File: src/rtl/uart_tx_feeder_pkg.sv
// Shared definitions for the UART transmit feeder: CPU/UART register offsets,
// LSR ready-bit index, master FSM encoding and the STATUS word layout.
package uart_tx_feeder_pkg;

    localparam logic [1:0] CPU_OFF_DATA   = 2'd0;
    localparam logic [1:0] CPU_OFF_STATUS = 2'd1;
    localparam logic [1:0] CPU_OFF_CTRL   = 2'd2;

    localparam logic [1:0] OFF_UART_DATA  = 2'd0;
    localparam logic [1:0] OFF_UART_LSR   = 2'd1;

    localparam int LSR_TS_BIT = 5;

    typedef enum logic [1:0] {
        ST_IDLE  = 2'd0,
        ST_POLL  = 2'd1,
        ST_WRITE = 2'd2,
        ST_GUARD = 2'd3
    } txf_state_t;

    function automatic logic [31:0] status_word(input logic [7:0] wmark,
                                                input logic [7:0] count,
                                                input logic       ovf,
                                                input logic       full,
                                                input logic       empty);
        return {wmark, 8'h00, count, 5'b0, ovf, full, empty};
    endfunction

endpackage

File: src/rtl/uart_tx_feeder_fifo.sv
// txf_fifo: byte FIFO, registered pointers, combinational head/count; 1-cycle push-to-visible.
// Pushes while full are dropped here (caller tracks overflow); flush clears pointers and beats a push.
module txf_fifo #(
    parameter int DEPTH_LOG2 = 4
) (
    input  logic                  i_clk,
    input  logic                  i_rst,
    input  logic                  i_push,
    input  logic                  i_pop,
    input  logic                  i_flush,
    input  logic [7:0]            i_dat,
    output logic [7:0]            o_head,
    output logic [DEPTH_LOG2:0]   o_count,
    output logic                  o_full,
    output logic                  o_empty
);

    localparam int DEPTH = 1 << DEPTH_LOG2;
    localparam logic [DEPTH_LOG2:0] PTR_ONE = {{DEPTH_LOG2{1'b0}}, 1'b1};

    logic [7:0]          r_mem [DEPTH];
    logic [DEPTH_LOG2:0] r_wr_ptr;
    logic [DEPTH_LOG2:0] r_rd_ptr;
    logic                w_push;
    logic                w_pop;

    // Extra pointer bit distinguishes full from empty; count never exceeds DEPTH
    assign o_count = r_wr_ptr - r_rd_ptr;
    assign o_full  = o_count[DEPTH_LOG2];
    assign o_empty = (o_count == '0);
    assign o_head  = r_mem[r_rd_ptr[DEPTH_LOG2-1:0]];

    assign w_push = i_push & ~o_full;
    assign w_pop  = i_pop & ~o_empty;

    always_ff @(posedge i_clk) begin
        if (i_rst || i_flush) begin
            r_wr_ptr <= '0;
            r_rd_ptr <= '0;
        end else begin
            if (w_push) r_wr_ptr <= r_wr_ptr + PTR_ONE;
            if (w_pop)  r_rd_ptr <= r_rd_ptr + PTR_ONE;
        end
    end

    always_ff @(posedge i_clk) begin
        if (w_push && !i_flush) begin
            r_mem[r_wr_ptr[DEPTH_LOG2-1:0]] <= i_dat;
        end
    end

endmodule

File: src/rtl/uart_tx_feeder.sv
// uart_tx_feeder: CPU byte FIFO drained into MiniUART by polling LSR.ts then writing DATA (push->WRITE 2 cycles).
// CPU pushes never stall (overflow drops + sticky ovf); optional UART_TXF_IRQ_EN adds watermark and TXF_IntReq.
module uart_tx_feeder
    import uart_tx_feeder_pkg::*;
#(
    parameter int DEPTH_LOG2   = 4,
    parameter int GUARD_CYCLES = 2
) (
    input  logic        CLK_I,
    input  logic        RST_I,
    input  logic [3:2]  ADD_I,
    input  logic [31:0] DAT_I,
    output logic [31:0] DAT_O,
    input  logic        STB_I,
    input  logic        WE_I,
    output logic [3:2]  U_ADD_O,
    output logic [31:0] U_DAT_O,
    input  logic [31:0] U_DAT_I,
    output logic        U_STB_O,
    output logic        U_WE_O
`ifdef UART_TXF_IRQ_EN
    ,
    output logic        TXF_IntReq
`endif
);

    txf_state_t          r_state;
    txf_state_t          w_next_state;
    logic [3:0]          r_guard_cnt;
    logic                r_ovf;
    logic [7:0]          w_wmark;
    logic                w_cpu_wr;
    logic                w_push_req;
    logic                w_ctrl_wr;
    logic                w_flush;
    logic                w_ovf_clr;
    logic                w_ts;
    logic [7:0]          w_head;
    logic [DEPTH_LOG2:0] w_count;
    logic [7:0]          w_count8;
    logic                w_full;
    logic                w_empty;
    logic                w_unused;

    assign w_cpu_wr   = STB_I & WE_I;
    assign w_push_req = w_cpu_wr & (ADD_I == CPU_OFF_DATA);
    assign w_ctrl_wr  = w_cpu_wr & (ADD_I == CPU_OFF_CTRL);
    assign w_flush    = w_ctrl_wr & DAT_I[0];
    assign w_ovf_clr  = w_ctrl_wr & DAT_I[1];
    assign w_ts       = U_DAT_I[LSR_TS_BIT];
    assign w_count8   = 8'(w_count);

    txf_fifo #(
        .DEPTH_LOG2 (DEPTH_LOG2)
    ) u_fifo (
        .i_clk   (CLK_I),
        .i_rst   (RST_I),
        .i_push  (w_push_req),
        .i_pop   (r_state == ST_WRITE),
        .i_flush (w_flush),
        .i_dat   (DAT_I[7:0]),
        .o_head  (w_head),
        .o_count (w_count),
        .o_full  (w_full),
        .o_empty (w_empty)
    );

    // A flushed push is discarded, so it cannot count as an overflow either
    always_ff @(posedge CLK_I) begin
        if (RST_I) begin
            r_ovf <= 1'b0;
        end else if (w_push_req && w_full && !w_flush) begin
            r_ovf <= 1'b1;
        end else if (w_ovf_clr) begin
            r_ovf <= 1'b0;
        end
    end

    always_ff @(posedge CLK_I) begin
        if (RST_I) begin
            r_state <= ST_IDLE;
        end else begin
            r_state <= w_next_state;
        end
    end

    always_ff @(posedge CLK_I) begin
        if (RST_I || r_state != ST_GUARD) begin
            r_guard_cnt <= 4'd0;
        end else begin
            r_guard_cnt <= r_guard_cnt + 4'd1;
        end
    end

    // WRITE always runs to GUARD: its byte is already on the UART bus
    always_comb begin
        w_next_state = r_state;
        case (r_state)
            ST_IDLE:  if (!w_empty && !w_flush) w_next_state = ST_POLL;
            ST_POLL: begin
                if (w_flush || w_empty) w_next_state = ST_IDLE;
                else if (w_ts)          w_next_state = ST_WRITE;
            end
            ST_WRITE: w_next_state = ST_GUARD;
            ST_GUARD: begin
                if (w_flush || r_guard_cnt == 4'(GUARD_CYCLES - 1)) w_next_state = ST_IDLE;
            end
            default:  w_next_state = ST_IDLE;
        endcase
    end

    always_comb begin
        U_ADD_O = OFF_UART_DATA;
        U_DAT_O = 32'h0;
        U_STB_O = 1'b0;
        U_WE_O  = 1'b0;
        case (r_state)
            ST_POLL: begin
                U_ADD_O = OFF_UART_LSR;
                U_STB_O = 1'b1;
            end
            ST_WRITE: begin
                U_ADD_O = OFF_UART_DATA;
                U_DAT_O = {24'h0, w_head};
                U_STB_O = 1'b1;
                U_WE_O  = 1'b1;
            end
            default: ;
        endcase
    end

    always_comb begin
        DAT_O = 32'h0;
        if (ADD_I == CPU_OFF_STATUS) begin
            DAT_O = status_word(w_wmark, w_count8, r_ovf, w_full, w_empty);
        end
    end

`ifdef UART_TXF_IRQ_EN
    logic [7:0] r_wmark;
    logic       r_irq;

    always_ff @(posedge CLK_I) begin
        if (RST_I) begin
            r_wmark <= 8'h0;
            r_irq   <= 1'b0;
        end else begin
            if (w_ctrl_wr) r_wmark <= DAT_I[11:4];
            r_irq <= (9'(w_count) <= {1'b0, r_wmark}) && (r_state == ST_IDLE);
        end
    end

    assign w_wmark    = r_wmark;
    assign TXF_IntReq = r_irq;
    assign w_unused   = ^{DAT_I[31:12], U_DAT_I[31:6], U_DAT_I[4:0]};
`else
    assign w_wmark    = 8'h0;
    assign w_unused   = ^{DAT_I[31:8], U_DAT_I[31:6], U_DAT_I[4:0]};
`endif

endmodule

File: config.mk
export PLATFORM = sky130hd
export DESIGN_NAME = uart_tx_feeder
export DESIGN_NICKNAME = d
export VERILOG_FILES = /design/src/rtl/uart_tx_feeder_pkg.sv /design/src/rtl/uart_tx_feeder_fifo.sv /design/src/rtl/uart_tx_feeder.sv
export SDC_FILE = /design/constraint.sdc
export NUM_CORES = 1
export LEC_CHECK = 0
export CAP_MARGIN = 5
export CORE_UTILIZATION = 48
export CTS_BUF_LIST = sky130_fd_sc_hd__clkbuf_8
export DETAILED_ROUTE_END_ITERATION = 16
export PLACE_DENSITY = 0.85
export SETUP_SLACK_MARGIN = 0.15
export SYNTH_ARGS = -nofsm -noshare
export SYNTH_HDL_FRONTEND = slang
export SYNTH_SLANG_ARGS = --single-unit
File: constraint.sdc
create_clock -name CLK_I -period 2.8 [get_ports CLK_I]
set_input_delay 0.56 -clock CLK_I [delete_from_list [all_inputs] [get_ports CLK_I]]
set_output_delay 0.56 -clock CLK_I [all_outputs]
set_load 0.03 [all_outputs]
# ---- Word-level counts from Yosys, hierarchy flattened
# Memory sizes are Yosys's and may differ from the RTL's. A register that Yosys moved wholly into a read port is not among the register bits.
# Index checks and enable logic that the tools add are counted.
dict set report totals {
  regBits 17
  mem_count 1
  ram_bits 128
  out_inout_bits 68
  word_cells 61
  input_bits 70
}
# name words word_bits rd rd_clocked_by_memory_dff write_ports line
set mem_list {}
lappend mem_list {u_fifo.r_mem 16 8 1 1 1 uart_tx_feeder_fifo.sv:21} ;# logic [7:0] r_mem [DEPTH];
dict set report classes {
  mux 16
  add_sub_neg 4
  n_eq_ne 10
  bitwise_logic 9
  n_reduce_logical 16
}
# operator count
set op_table {}
lappend op_table {{$mux W13} 1}
lappend op_table {{$add A5 B1 Y5 const B} 2}
lappend op_table {{$mux W2} 4}
lappend op_table {{$mux W4} 2}
lappend op_table {{$mux W8} 1}
lappend op_table {{$pmux W2 S4} 1}
lappend op_table {{$and A1 B1 Y1} 7}
lappend op_table {{$mux W1} 7}
lappend op_table {{$eq A2 B2 Y1 const B} 3}
lappend op_table {{$ne A2 B2 Y1 const B} 3}
lappend op_table {{$logic_not A5 Y1} 1}
lappend op_table {{$sub A5 B5 Y5} 1}
lappend op_table {{$add A4 B1 Y4 const B} 1}
lappend op_table {{$eq A2 B1 Y1 const B} 2}
lappend op_table {{$eq A4 B1 Y1 const B} 1}
lappend op_table {{$logic_and A1 B1 Y1} 4}
lappend op_table {{$logic_not A2 Y1} 2}
lappend op_table {{$logic_or A1 B1 Y1} 4}
lappend op_table {{$ne A3 B3 Y1 const B} 1}
lappend op_table {{$reduce_and A3 Y1} 1}
lappend op_table {{$logic_not A1 Y1} 2}
lappend op_table {{$not A1 Y1} 2}
lappend op_table {{$reduce_bool A2 Y1} 1}
lappend op_table {{$reduce_or A2 Y1} 1}

# ---- Longest topological paths before layout
# Gate-level depths: netlist of run 1.
dict set report logic_depth {
  word_depth 7
  ltp_mapped 9
  mapped_depth_nobuf 9
}

# ---- By module
# From an unflattened synthesis of run 1, not the netlist that was laid out.
dict set report unflattened {
  cells_unflattened 414
  area_unflattened_um2 6879.1
}
# mod instances cells_per_inst seq_area_each_um2 area_per_inst_um2
set modules_own_cells {}
lappend modules_own_cells {txf_fifo 1 294 4124.0 5934.4}
lappend modules_own_cells {uart_tx_feeder 1 120 140.1 944.7}

# ---- Worst setup path after synthesis of run 1
# No wires, ideal clock.
dict set report synth_path {
  kind {register -> register}
  startpoint {register u_fifo.r_wr_ptr[0]}
  endpoint {memory u_fifo.r_mem[0][0], enable pin}
  t_arrival_ps 2750
  required_time_ps 2417
  path_stages_with_launch 10
  n_path_buf 0
  synth_period_minus_slack_ps 3134
  slack_ps -334
  setup_time_ps 383
  cell_sequence {dfxtp_1 inv_1 ha_1 fa_1 nand2b_1 a21oi_2 xnor2_1 nor3_1 nand2_1 nor3_1}
}
dict set report synth_between {
  elab_chain_cells 6
}
# element line
set synth_lines {}
lappend synth_lines {{start, declared} uart_tx_feeder_fifo.sv:22} ;# logic [DEPTH_LOG2:0] r_wr_ptr;
lappend synth_lines {{start signal, assigned} uart_tx_feeder_fifo.sv:41} ;# if (w_push) r_wr_ptr <= r_wr_ptr + PTR_ONE;
lappend synth_lines {{$sub A5 B5 Y5} uart_tx_feeder_fifo.sv:28} ;# assign o_count = r_wr_ptr - r_rd_ptr;
lappend synth_lines {{$not A1 Y1} uart_tx_feeder_fifo.sv:33} ;# assign w_push = i_push & ~o_full;
lappend synth_lines {{$and A1 B1 Y1} uart_tx_feeder_fifo.sv:33}
lappend synth_lines {{$logic_and A1 B1 Y1} uart_tx_feeder_fifo.sv:47} ;# if (w_push && !i_flush) begin
lappend synth_lines {{$mux W1} uart_tx_feeder_fifo.sv:47}
lappend synth_lines {{$mux W1 (not written as such)} uart_tx_feeder_fifo.sv:48} ;# r_mem[r_wr_ptr[DEPTH_LOG2-1:0]] <= i_dat;
lappend synth_lines {{end, declared} uart_tx_feeder_fifo.sv:21}
# Parallel ways exist; a longest one is shown, timed or not.

==> run metrics, run 1 <==
Max Used Layer=met4; simple-gate area share of the yosys netlist=6.418%; antenna violations before repair=0; Chip Height=118.7 um; dpl cells=630; met3 wire len=943 um; clock skew=6.424 ps; IO buf count=33; clk slew on worst S/H paths=70 ps; synth warn=0; crit-path most repeated cell=mux4_2; adder-cell share of the synthesized area=3.372%; Synth Instances=397; flops & latches, synth=149; first-pass GRT wire length=approximately 20,000 um; Layout area overhead=25.69%; hold crit path type=reg -> reg; Post-Syn Area=6531 sq um; violated checks=setup timing; Vias=3,680; filler cell count=892; drt wl/cell=20.65 um; status=finished, violations left; FMAX=0.3392 GHz; commonest non-fill, non-tap cell in the layout=edfxtp_1; Num CTS Buffers=17; Yosys top cell area share=58.85%; post-synthesis sequential area ratio=between 60% and 70%; Synth Area in XOR/XNOR=1.724%; Pre-antenna DRT Iters=5; Final Non-Filler Cells=684; vias in the first global route=3,711; Iter 0 DRT Violations=254; asr flop ratio synth=0%; Post-synth EDFFs=128; ys flop type=edfxtp_1; worst-margin pin slew=680.7 ps; static leakage=2.803 nW; pwr dens=521.4 nW/um^2; # DRC=0; final setup vio count=11; clock period minus worst slack=2948 ps; mux cell area share after synthesis=13.79%; Slowest cell on crit path=mux4_2; largest net degree at the start of global routing=27; CP peak stage delay=490 ps; Setup WS post-layout=-148.0 ps; most frequent cells in the layout=edfxtp_1, conb_1, mux4_2; Vias/cell=~5.4; CTS Sinks=149; Mapped Avg Cell Area=16.45 sq um; CP cell instances=buf_12 > clkbuf_16 > mux4_2 > mux4_2 > and2_4 > buf_6; area leader, netlist=edfxtp_1; Clock Latency Late Sink=440 ps; max-slew violation count=0; Die X=118.7 um; total power=approximately 4.3 mW; nets=582; gpl congestion=0.8162; clk root buf=clkbuf_8; Synth area leaders=edfxtp_1, mux4_2, dfxtp_1; Met2 Routed Length=7481 um; H-Tree Depth=4; die footprint=14,080 sq um; GRT Overall Usage=19.98%; Top Ports=138; Final TNS setup=-1243 ps; Unique masters post-synth=43; initial core utilization=about half; Worst Path Max Fanout=5; Compound-Gate Fraction of Synth Area=2.165%; WP data required=~2200 ps; dpl ws=-165.5 ps; Worst setup EP type=primary output; RSZ-0062 raised after global routing=true; Routed WL=14,130 um; Max-slew headroom=54.48%; Final Hold Viols=0; Startpoint Class=register; share of layout cells above drive strength 1=37.99%; clk buf depth=2; Detail Route Antenna Nets=0; Setup Crit Path Kind=reg -> out; final worst-path cycle share=105.3%; # rows=42; met1 wire length=5237 um; largest family of logic cells by synthesized area=multiplexers; WP data arrival=around 2400 ps; Max VDD drop=0.0002289 V; ANT cells=0; CTS tree=yes; total gr overflow=0; placeable core area=13,240 sq um; HPWL Detailed=8707 um; max-cap violations=0
## critical path, delay by kind of cell, from the launching register on
kind,cells,cell delay [ps]
mux,2,960
flops,1,410
buf+inv,3,410
simple gates,1,170
## through the flow
stage / utilization [%] / hold slack [ps] / instance area, sq um
global placement: 55.12 / 440.5 / 7300
CTS: 60.22 / 474.0 / 7975
global route: 61.99 / 494.1 / 8209
detailed placement: 55.12 / 458.5 / 7300
finish: 61.99 / 477.1 / 8209
floorplan: - / 433.4 / 6810
## where the power goes
group          internal (mW)  leakage (nW)  switching (mW)  total, mW
combinational         0.0832          1.29           0.191      0.274
clock                  0.851         0.189           0.740       1.59
sequential              2.41          1.32         0.00470       2.42
## layer usage
metal,up-vias,track usage (%)
li1,1603,-
met1,1847,23.67
met2,195,34.03
met3,35,6.033
met4,0,7.991
met5,-,0
## path summary, 6_finish.rpt
| path | start | to | slack, ps | cells after the start |
|---|---|---|---|---|
| worst max-delay path | register | U_DAT_O[5] | -150 | 6 |
| worst min-delay path | r_guard_cnt[0] | r_guard_cnt[0] | 480 | 1 |
| worst max register to register | u_fifo.r_wr_ptr[0] | u_fifo.r_mem[0][5] | 40 | 14 |
| worst min register to register | r_guard_cnt[0] | r_guard_cnt[0] | 480 | 1 |
## Yosys cell counts, types with 2 or more instances
master,instances
nand3b_1,2
nor2_1,34
xnor2_1,5
edfxtp_1,128
and2_1,8
nor3_1,8
a21boi_0,2
inv_1,11
buf_4,50
o31ai_1,2
or2_2,2
dfxtp_1,21
mux4_2,40
a21oi_1,7
xor2_1,6
nand3_1,6
nand2_1,7
clkbuf_1,9
ha_1,16
o21ai_0,3
buf_2,3
nand2b_1,6
## logic make-up (layout without fill, tap and decap cells)
group | Yosys count | count (layout)
flops | 149 | 149
xor+xnor | 12 | 12
compound gates | 21 | 21
fa+ha+maj | 17 | 17
simple gates | 83 | 83
other cells | 1 | 49
buf+inv | 74 | 137
mux | 40 | 40
## flip-flops by register name, summed over array words and instances, names as in the netlist, named ones only
name and count:
u_fifo.r_mem 128, u_fifo.r_rd_ptr 5, u_fifo.r_wr_ptr 5, r_guard_cnt 4, r_ovf 1, r_state 1
## area by class of cell
cell class | instances | area [sq um] | area share, %
sequential | 149 | 4269 | 52.00
multi-input combinational | 222 | 2301 | 28.03
timing repair buffer | 94 | 996.0 | 12.13
clock buffer | 17 | 234.0 | 2.850
tap | 176 | 220.2 | 2.683
clock inverter | 15 | 145.1 | 1.768
inverter | 11 | 43.79 | 0.5335
## repair_timing
item / 4_1_cts / 5_1_grt
setup endpoints to repair: 133 / 141
setup buffers: 12 / 8
hold buffers: 0 / 0
gates resized for setup: 106 / 35
pin swaps: 7 / 15
cloned: 1 / 1
Power figures use the tool's default switching activity.
==> run 2, diff against run 1 <==
Settings changed: SETUP_SLACK_MARGIN 0.15 to 0.4.
==> run metrics, run 2 (synthesis results as in run 1) <==
status=finished, violations left; violated checks=setup timing; HPWL Detailed=8523 um (-2.1%); Final Hold Viols=0 (unchanged); Vias/cell=5.466 (+1.6%); Max VDD drop=0.0002992 V (+31%); Final TNS setup=-1344 ps (-101.2 ps); largest net degree at the start of global routing=33 (+22%); CTS Sinks=149 (unchanged); multi-input logic area=2409 sq um (+4.7%); Final Non-Filler Cells=682 (-0.29%); WP data arrival=2450 ps (+60 ps); total gr overflow=0 (unchanged); max-cap violations=0 (unchanged); worst hold stages=1 (unchanged); max-slew violation count=0 (unchanged); commonest non-fill, non-tap cell in the layout=edfxtp_1; Detail Route Antenna Nets=0 (unchanged); most frequent cells in the layout=edfxtp_1, conb_1, mux4_2; die footprint=14,080 sq um (unchanged); initial core utilization=49.32% (unchanged); Chip Height=118.7 um (unchanged); share of layout cells above drive strength 1=41.50% (+3.5 points); reg2reg path depth=13 (-1); hold buffers post-CTS=0 (unchanged); Worst Path Max Fanout=6 (+1); GRT Overall Usage=22.41% (+2.4 points); drt wl/cell=21.98 um (+6.4%); # DRC=0 (unchanged); Setup Crit Path Kind=reg -> out; Setup WS post-layout=-206.1 ps (-58.12 ps); placeable core area=13,240 sq um (unchanged); vias in the first global route=3,918 (+5.6%); Num CTS Buffers=17 (unchanged); IO buf count=33 (unchanged); Clock Latency Late Sink=440 ps (about the same); Met2 Routed Length=7783 um (+4.0%); Max-slew headroom=58.48% (+4.0 points); final setup vio count=13 (+2); clk slew on worst S/H paths=80 ps (about the same); Vias=3,728 (+1.3%); ANT cells=0 (unchanged); Startpoint Class=register; met3 wire len=1012 um (+7.3%); first-pass GRT wire length=22,370 um (+11%); Max Used Layer=met4; met1 wire length=5500 um (+5.0%); max FFs per register=128 (unchanged); H-Tree Depth=4 (unchanged); RSZ-0062 raised after global routing=true; WP data required=2240 ps (about the same); total power=4.433 mW (+3.6%); clk buf depth=2 (unchanged); Worst setup EP type=primary output; Final Util=63.79% (+1.8 points); static leakage=2.834 nW (+1.1%); # rows=42 (unchanged); hold crit path type=reg -> reg; dpl cells=623 (-1.1%); clock skew=12.87 ps (+6.445 ps); CTS tree=yes; gpl congestion=0.7941 (-2.7%); FMAX=0.3327 GHz (-1.9%); antenna violations before repair=0 (unchanged); Layout area overhead=29.33%; Routed WL=14,990 um (+6.1%); Iter 0 DRT Violations=307 (+21%); Top Ports=138 (unchanged); dpl ws=-154.9 ps (+10.59 ps); pwr dens=524.8 nW/um^2 (+0.65%); register area=4270 sq um (about the same); clk root buf=clkbuf_8; nets=580 (-0.34%); filler cell count=854 (-4.3%); final worst-path cycle share=107.4% (+2.1 points); worst-margin pin slew=620.9 ps (-59.77 ps); Pre-antenna DRT Iters=4 (-1); Die X=118.7 um (unchanged); clock period minus worst slack=3006 ps (+58.12 ps)
run 2: cell types whose count changed in the layout (fill, tap and decap cells not counted), sizes merged:
cell           before  now
clkinvlp            2    6
dlygate4sd2         1    2
bufinv              3    4
buf                76   75
clkdlybuf4s50      16   14
clkinv              9    4
run 2: final timing paths:
kind	from	endpoint	slack (ps)
hold reg to reg	r_guard_cnt[0]	r_guard_cnt[0]	490
setup reg to reg	u_fifo.r_wr_ptr[0]	u_fifo.r_mem[1][6]	0
setup / recovery	register	U_DAT_O[6]	-210
hold / removal	r_guard_cnt[0]	r_guard_cnt[0]	490
run 2: cell type report:
cell class	instances	share of cell area, %
Inverter	11	0.5333
Sequential cell	149	50.56
Tap cell	176	2.607
Clock buffer	17	2.770
Multi-Input combinational cell	222	28.51
Timing Repair Buffer	92	12.80
Clock inverter	15	2.222
run 2: where the power goes:
group	switching, mW	total (mW)	internal, mW
combinational	0.190	0.264	0.0737
clock	0.795	1.75	0.959
sequential	0.00523	2.41	2.41
run 2: through the flow:
step / area [sq um] / hold slack (ps)
floorplan: 6913 / 433.4
global placement: 7316 / 439.9
detailed placement: 7316 / 474.0
CTS: 8304 / 492.3
global route: 8447 / 512.2
finish: 8447 / 494.6
run 2: layer usage:
metal | up-vias | track usage [%]
li1 | 1604 | -
met1 | 1878 | 27.29
met2 | 206 | 36.55
met3 | 40 | 4.971
met4 | 0 | 13.61
met5 | - | 0
run 2: critical path, cell delays in order, from the launching register on:
cell	delay [ps]
dfxtp_4	400
buf_8	140
buf_16	130
mux4_2	550
mux4_2	470
and2_4	170
buf_6	130
run 2: repair_timing:
action / CTS / global route
setup endpoints to repair: 145 / 153
pin swaps: 22 / 10
buffers inserted: 18 / 6
gates cloned: 3 / 0
resized for setup: 141 / 25
